## config.mk

```make
export PLATFORM = sky130hd
export DESIGN_NAME = add_reservation_station
export DESIGN_NICKNAME = d
export VERILOG_FILES = /design/src/rtl/add_reservation_station_pkg.sv /design/src/rtl/add_reservation_station_rs_entry.sv /design/src/rtl/add_reservation_station.sv
export SDC_FILE = /design/constraint.sdc
export NUM_CORES = 1
export LEC_CHECK = 0
export BUFFER_PORTS_ARGS = -buffer_cell sky130_fd_sc_hd__buf_4
export CORE_UTILIZATION = 45
export CTS_BUF_LIST = sky130_fd_sc_hd__clkbuf_2 sky130_fd_sc_hd__clkbuf_4 sky130_fd_sc_hd__clkbuf_8
export CTS_CLUSTER_SIZE = 12
export DETAILED_ROUTE_END_ITERATION = 10
export PLACE_DENSITY_LB_ADDON = 0.3
export SETUP_SLACK_MARGIN = 0.2
export SLEW_MARGIN = 0
export SYNTH_ARGS = -nofsm -noshare
export SYNTH_HDL_FRONTEND = slang
export SYNTH_SLANG_ARGS = --single-unit
```

## constraint.sdc

```tcl
create_clock -name clk -period 3.7 [get_ports clk]
set_clock_uncertainty 0.15 [all_clocks]
set_input_delay 0 -clock clk [delete_from_list [all_inputs] [get_ports clk]]
set_output_delay 0 -clock clk [all_outputs]
set_load 0.03 [all_outputs]
```

## src/rtl/add_reservation_station_pkg.sv

```systemverilog
// Shared definitions for the ADD/SUB reservation station:
// opcodes, fetch-word field slices and the "value ready" tag.
package add_reservation_station_pkg;

  localparam logic [2:0] OP_ADD = 3'b000;
  localparam logic [2:0] OP_SUB = 3'b001;
  localparam int TAG_NONE = 0;

  function automatic logic [2:0] f_op(input logic [11:0] w);
    return w[2:0];
  endfunction

  function automatic logic [2:0] f_rs(input logic [11:0] w);
    return w[5:3];
  endfunction

  function automatic logic [2:0] f_rd(input logic [11:0] w);
    return w[8:6];
  endfunction

  function automatic logic [2:0] f_rt(input logic [11:0] w);
    return w[11:9];
  endfunction

  function automatic logic is_alu(input logic [2:0] op);
    return (op == OP_ADD) || (op == OP_SUB);
  endfunction

endpackage

```

## src/rtl/add_reservation_station_rs_entry.sv

```systemverilog
// One reservation-station slot: holds op and operands,
// snoops the CDB for pending tags and flags itself ready.
module add_reservation_station_rs_entry
  import add_reservation_station_pkg::*;
#(
  parameter int DATA_W = 16,
  parameter int TAG_W  = 3
) (
  input  logic              clk,
  input  logic              reset,
  input  logic              alloc,
  input  logic              alloc_op,
  input  logic [DATA_W-1:0] alloc_vj,
  input  logic [TAG_W-1:0]  alloc_qj,
  input  logic [DATA_W-1:0] alloc_vk,
  input  logic [TAG_W-1:0]  alloc_qk,
  input  logic              dispatch,
  input  logic              cdb_valid,
  input  logic [TAG_W-1:0]  cdb_tag,
  input  logic [DATA_W-1:0] cdb_data,
  output logic              busy,
  output logic              ready,
  output logic              op,
  output logic [DATA_W-1:0] vj,
  output logic [DATA_W-1:0] vk
);

  localparam logic [TAG_W-1:0] TNONE = TAG_W'(TAG_NONE);

  logic              busy_q, busy_d;
  logic              op_q, op_d;
  logic [DATA_W-1:0] vj_q, vj_d, vk_q, vk_d;
  logic [TAG_W-1:0]  qj_q, qj_d, qk_q, qk_d;

  always_comb begin
    busy_d = busy_q;
    op_d   = op_q;
    vj_d   = vj_q;
    vk_d   = vk_q;
    qj_d   = qj_q;
    qk_d   = qk_q;
    if (alloc) begin
      busy_d = 1'b1;
      op_d   = alloc_op;
      // A broadcast on the issue edge is forwarded, else the tag would be missed
      if (alloc_qj == TNONE) begin
        vj_d = alloc_vj;
        qj_d = TNONE;
      end else if (cdb_valid && cdb_tag == alloc_qj) begin
        vj_d = cdb_data;
        qj_d = TNONE;
      end else begin
        vj_d = '0;
        qj_d = alloc_qj;
      end
      if (alloc_qk == TNONE) begin
        vk_d = alloc_vk;
        qk_d = TNONE;
      end else if (cdb_valid && cdb_tag == alloc_qk) begin
        vk_d = cdb_data;
        qk_d = TNONE;
      end else begin
        vk_d = '0;
        qk_d = alloc_qk;
      end
    end else if (dispatch) begin
      busy_d = 1'b0;
      op_d   = 1'b0;
      vj_d   = '0;
      vk_d   = '0;
      qj_d   = TNONE;
      qk_d   = TNONE;
    end else if (busy_q && cdb_valid) begin
      if (qj_q != TNONE && cdb_tag == qj_q) begin
        vj_d = cdb_data;
        qj_d = TNONE;
      end
      if (qk_q != TNONE && cdb_tag == qk_q) begin
        vk_d = cdb_data;
        qk_d = TNONE;
      end
    end
  end

  always_ff @(posedge clk) begin
    if (reset) begin
      busy_q <= 1'b0;
      op_q   <= 1'b0;
      vj_q   <= '0;
      vk_q   <= '0;
      qj_q   <= TNONE;
      qk_q   <= TNONE;
    end else begin
      busy_q <= busy_d;
      op_q   <= op_d;
      vj_q   <= vj_d;
      vk_q   <= vk_d;
      qj_q   <= qj_d;
      qk_q   <= qk_d;
    end
  end

  assign busy  = busy_q;
  assign ready = busy_q && qj_q == TNONE && qk_q == TNONE;
  assign op    = op_q;
  assign vj    = vj_q;
  assign vk    = vk_q;

endmodule

```

## src/rtl/add_reservation_station.sv

```systemverilog
// ADD/SUB reservation station: allocates fetch words into slots,
// renames via register status and dispatches ready slots to the adder.
module add_reservation_station
  import add_reservation_station_pkg::*;
#(
  parameter int NUM_RS   = 3,
  parameter int DATA_W   = 16,
  parameter int TAG_W    = 3,
  parameter int TAG_BASE = 1
) (
  input  logic              clk,
  input  logic              reset,
  input  logic [11:0]       inst,
  output logic [2:0]        add_full_control,
  output logic [2:0]        rs_addr,
  output logic [2:0]        rt_addr,
  input  logic [DATA_W-1:0] rs_data,
  input  logic [DATA_W-1:0] rt_data,
  input  logic [TAG_W-1:0]  rs_qi,
  input  logic [TAG_W-1:0]  rt_qi,
  output logic              rat_wr_en,
  output logic [2:0]        rat_wr_addr,
  output logic [TAG_W-1:0]  rat_wr_tag,
  input  logic              cdb_valid,
  input  logic [TAG_W-1:0]  cdb_tag,
  input  logic [DATA_W-1:0] cdb_data,
  output logic              ex_valid,
  input  logic              ex_ready,
  output logic              ex_op,
  output logic [DATA_W-1:0] ex_a,
  output logic [DATA_W-1:0] ex_b,
  output logic [TAG_W-1:0]  ex_tag
);

  localparam int IDX_W = (NUM_RS > 1) ? $clog2(NUM_RS) : 1;

  logic [NUM_RS-1:0] busy, ready, avail, ent_op;
  logic [DATA_W-1:0] ent_vj [NUM_RS];
  logic [DATA_W-1:0] ent_vk [NUM_RS];
  logic [IDX_W-1:0]  rdy_sel, free_sel;
  logic [2:0]        count_q, count_d;
  logic              accept, dispatch;

  always_comb begin
    accept   = !reset && is_alu(f_op(inst))
               && count_q != 3'(NUM_RS);
    ex_valid = 1'b0;
    rdy_sel  = '0;
    for (int i = NUM_RS - 1; i >= 0; i--) begin
      if (ready[i]) begin
        ex_valid = 1'b1;
        rdy_sel  = IDX_W'(i);
      end
    end
    dispatch = ex_valid && ex_ready;
    // A slot leaving this edge may be refilled on the same edge
    free_sel = '0;
    for (int i = NUM_RS - 1; i >= 0; i--) begin
      avail[i] = !busy[i] || (dispatch && rdy_sel == IDX_W'(i));
      if (avail[i]) free_sel = IDX_W'(i);
    end
    count_d = count_q + 3'(accept) - 3'(dispatch);
  end

  for (genvar i = 0; i < NUM_RS; i++) begin : g_ent
    add_reservation_station_rs_entry #(
      .DATA_W(DATA_W),
      .TAG_W (TAG_W)
    ) u_ent (
      .clk      (clk),
      .reset    (reset),
      .alloc    (accept && free_sel == IDX_W'(i)),
      .alloc_op (f_op(inst) == OP_SUB),
      .alloc_vj (rs_data),
      .alloc_qj (rs_qi),
      .alloc_vk (rt_data),
      .alloc_qk (rt_qi),
      .dispatch (dispatch && rdy_sel == IDX_W'(i)),
      .cdb_valid(cdb_valid),
      .cdb_tag  (cdb_tag),
      .cdb_data (cdb_data),
      .busy     (busy[i]),
      .ready    (ready[i]),
      .op       (ent_op[i]),
      .vj       (ent_vj[i]),
      .vk       (ent_vk[i])
    );
  end

  always_ff @(posedge clk) begin
    if (reset) count_q <= '0;
    else       count_q <= count_d;
  end

  assign add_full_control = count_q;
  assign rs_addr     = f_rs(inst);
  assign rt_addr     = f_rt(inst);
  assign rat_wr_en   = accept;
  assign rat_wr_addr = f_rd(inst);
  assign rat_wr_tag  = TAG_W'(TAG_BASE) + TAG_W'(free_sel);
  assign ex_op       = ent_op[rdy_sel];
  assign ex_a        = ent_vj[rdy_sel];
  assign ex_b        = ent_vk[rdy_sel];
  assign ex_tag      = TAG_W'(TAG_BASE) + TAG_W'(rdy_sel);

endmodule

```

==> results.md <==
* Status: finished, final reports clean
* Cell mode on critical path: nand2_1
* Root Buffer Master: clkbuf_8
* Final Worst Setup Slack at 0.4504 ns
* Portion of the post-synthesis area used by sequential elements at 0.3315
* Number of buffers created by CTS at 17
* Total of max-cap violations at 0
* Slew Viols, Final at 0
* Summed negative setup slack over all endpoints at 0 ns
* Number of placement rows at 46
* Switching power summed over all nets at 0.9377 mW
* Total Die Area at 17020 um2
* Syn avg cell area at 7.769 um2
* Total clock sinks at 123
* Total placed instance area at 8240 um2
* Number of remaining DRC errors at 0
* Cell area after synthesis at 7427 um2
* Leading cell types in the layout, fill and taps excluded: nand2_1, buf_4, dfxtp_1
* Clock H-tree levels at 4
* Count of input and output buffers at 106
* Cell Count Post-Placement at 1198
* Net Count, Synth at 1036
* Total power consumption of the routed design at 3.252 mW
* TritonCTS clock tree: built
* Area Overhead vs Synth at 28.52%
* Switching portion of total power at 0.2884
* Critical-path cell with the highest stage delay: dlygate4sd3_1
* Antenna violations before repair at 0
* CP delay by family, top: buffers and inverters
* Pin count of the biggest net entering global routing at 83
* Total of flip-flops plus latches after synthesis at 123
* Count of distinct cell types in the synthesized netlist at 57
* Wire length reported by the detailed router at 25030 um
* Sum of buffers and inverters on the critical path at 3
* Starting density of the core at 0.4642
* Post-detailed-placement half-perimeter wirelength at 14810 um
* Bufs on Longest Clock Path at 2
* Worst skew pair latency at 0.45 ns
* Power density of the placed cells at 340.7 nW/um2
* Most common cell after layout, fill and taps aside: nand2_1
* Cells along the critical path: nor3_1, and4b_2, nand2_1, inv_1, ha_1, nand2_1, a31oi_2, o2111a_2, buf_12, o31ai_1, dlygate4sd3_1
* Final setup fails at 0
* Combinational share of power at 0.182
* Global placer's final weighted congestion at 0.8625
* Post-Syn Instances at 956
* CP max stage delay at 0.58 ns
* Hold violation total from the final report at 0
* Worst Tran Pin Value at 1.100 ns
* Fmax at 307.7 MHz
* Non-filler instance count after layout at 1312
* RSZ-0062 raised after global routing: no
* Clock transition at the registers of the reported paths at 0.07 ns
* Utilization of the core after routing at 0.5966
* Vias after detailed routing at 7711
* Diode insertion count for antenna repair at 0
* Count of flip-flops with a built-in enable after synthesis at 0
* Total leakage power at 3.693 nW
* Top_reg_cell synth: dfxtp_1
* Floorplan die width at 130.5 um
* Via density at 5.877
* Sequential share of power at 0.417
* Die height at 130.5 um
* DR iter-0 viols at 781
* Clk network pwr share at 0.401
* Vias in the first global route at 7069
* Worst vdd rail ir drop at 0.2306 mV
* Mean routed wirelength per cell at 19.08 um
* CP Data Required Time at 3.88 ns
* Finished Cell Area at 9545 um2
* Count of nets after finishing at 1164
* Post-synth ARST share at 0
* Max-Slew Margin vs Limit at 0.2656
* Fraction of the cycle the final worst path needs at 0.8783
* Io pins at 126
* GRT Overall Usage at 0.3006
* Setup slack after placement at 0.07874 ns
* Arrival time worst endpoint at 3.43 ns
* Sum of overflow across all layers after global routing at 0
* Fillers at 1452
* Router iterations before antenna repair at 5
* Number of nets with antenna violations after routing at 0
* Layout cell share with drive strength beyond 1 at 0.1788
* Kind of critical path: flop to flop
* Maximum fanout along the worst path at 32
* Kind of launch point of the worst setup path: flop
* Clock period minus final worst setup slack at 3.250 ns
* Total of warnings raised by yosys at 0
* Worst Setup End Kind: flop
* Post-Route Hold Slack at 0.09314 ns
* Cell-internal power at 2.314 mW
* Worst min-delay path class: primary input to flop
* First-pass GRT wire length at 38960 um
* Core ar. at 16000 um2
## flip-flops by register name, summed over array words and instances (netlist names)
| signal | cells |
|---|---|
| g_ent.u_ent.vj | 48 |
| g_ent.u_ent.vk | 48 |
| add_full_control | 3 |
| g_ent.u_ent.busy | 3 |
| g_ent.u_ent.qk_q | 9 |
| g_ent.u_ent.qj_q | 9 |
| g_ent.u_ent.op | 3 |
## cell families after synthesis
family,count (synthesis),share of synthesized area
and+or+nand+nor,371,0.2308
AOI/OAI and AO/OA,247,0.2365
DFF,123,0.3315
buffers and inverters,122,0.07648
muxes,65,0.08777
xor gates and xnor gates,20,0.02359
adders and majority gates,7,0.01280
other,1,0.0005049
## timing repair
action                                 in CTS  in global routing
setup buffers                               0                  4
setup endpoints to repair                   9                 49
cloned                                      1                  1
hold buffers                               77                  0
pin swaps                                   1                  3
endpoints found under the hold margin     126                  0
gates resized for setup                     0                  6
## worst paths after layout
path	from	endpoint	slack, ns	depth (start not counted)
max	g_ent[1].u_ent.qk_q[2]	g_ent[1].u_ent.vj[1]	0.45	11
min	reset	add_full_control[2]	0.09	3
max reg2reg	g_ent[1].u_ent.qk_q[2]	g_ent[1].u_ent.vj[1]	0.45	11
min reg2reg	g_ent[1].u_ent.op	g_ent[1].u_ent.op	0.33	2
## final cells by class
type | instances | area [um2] | share of cell area
Inverter | 16 | 60.06 | 0.006292
Multi-Input combinational cell | 712 | 4476 | 0.4689
Clock inverter | 7 | 113.9 | 0.01193
Timing Repair Buffer | 214 | 1858 | 0.1947
Tap cell | 216 | 270.3 | 0.02831
Clock buffer | 24 | 305.3 | 0.03198
Sequential cell | 123 | 2462 | 0.2580
## power by group through the flow
stage                     Combinational [mW]  Sequential [mW]  Clock (mW)
after global placement                 0.507             1.39           0
after CTS                              0.581             1.36        1.30
after detailed placement               0.511             1.39           0
after floorplan                        0.317             1.40           0
final                                  0.593             1.36        1.30
after global routing                   0.634             1.36        1.36
## Yosys cell counts (9+ instances only)
library cell	number	area, um2
clkbuf_1	44	165.2
dfxtp_1	123	2462
nor3_1	37	185.2
buf_2	37	185.2
buf_1	9	33.78
a2bb2oi_1	32	280.3
a21oi_1	37	185.2
nand2_1	145	544.3
o21ai_0	34	170.2
o21ai_1	17	85.08
buf_4	15	112.6
nor2b_1	36	225.2
xnor2_1	15	131.4
mux2i_1	64	640.6
nor2_1	108	405.4
o31ai_1	66	495.5
inv_1	16	60.06
o22ai_1	33	206.5
## tightest hold or removal path, delay by kind of cell
| family | cells | cell delay (ns) |
|---|---|---|
| buffers and inverters | 2 | 0.47 |
| and+or+nand+nor | 1 | 0.19 |
## layer usage
metal,vias to the layer above,GRT usage,wire length [um]
met5,-,0,0
met2,383,0.4903,11650
met4,0,0.09804,507
met1,3631,0.3982,10910
li1,3645,-,-
met3,52,0.05985,1958
No activity file was read; power rests on OpenSTA's default activity.
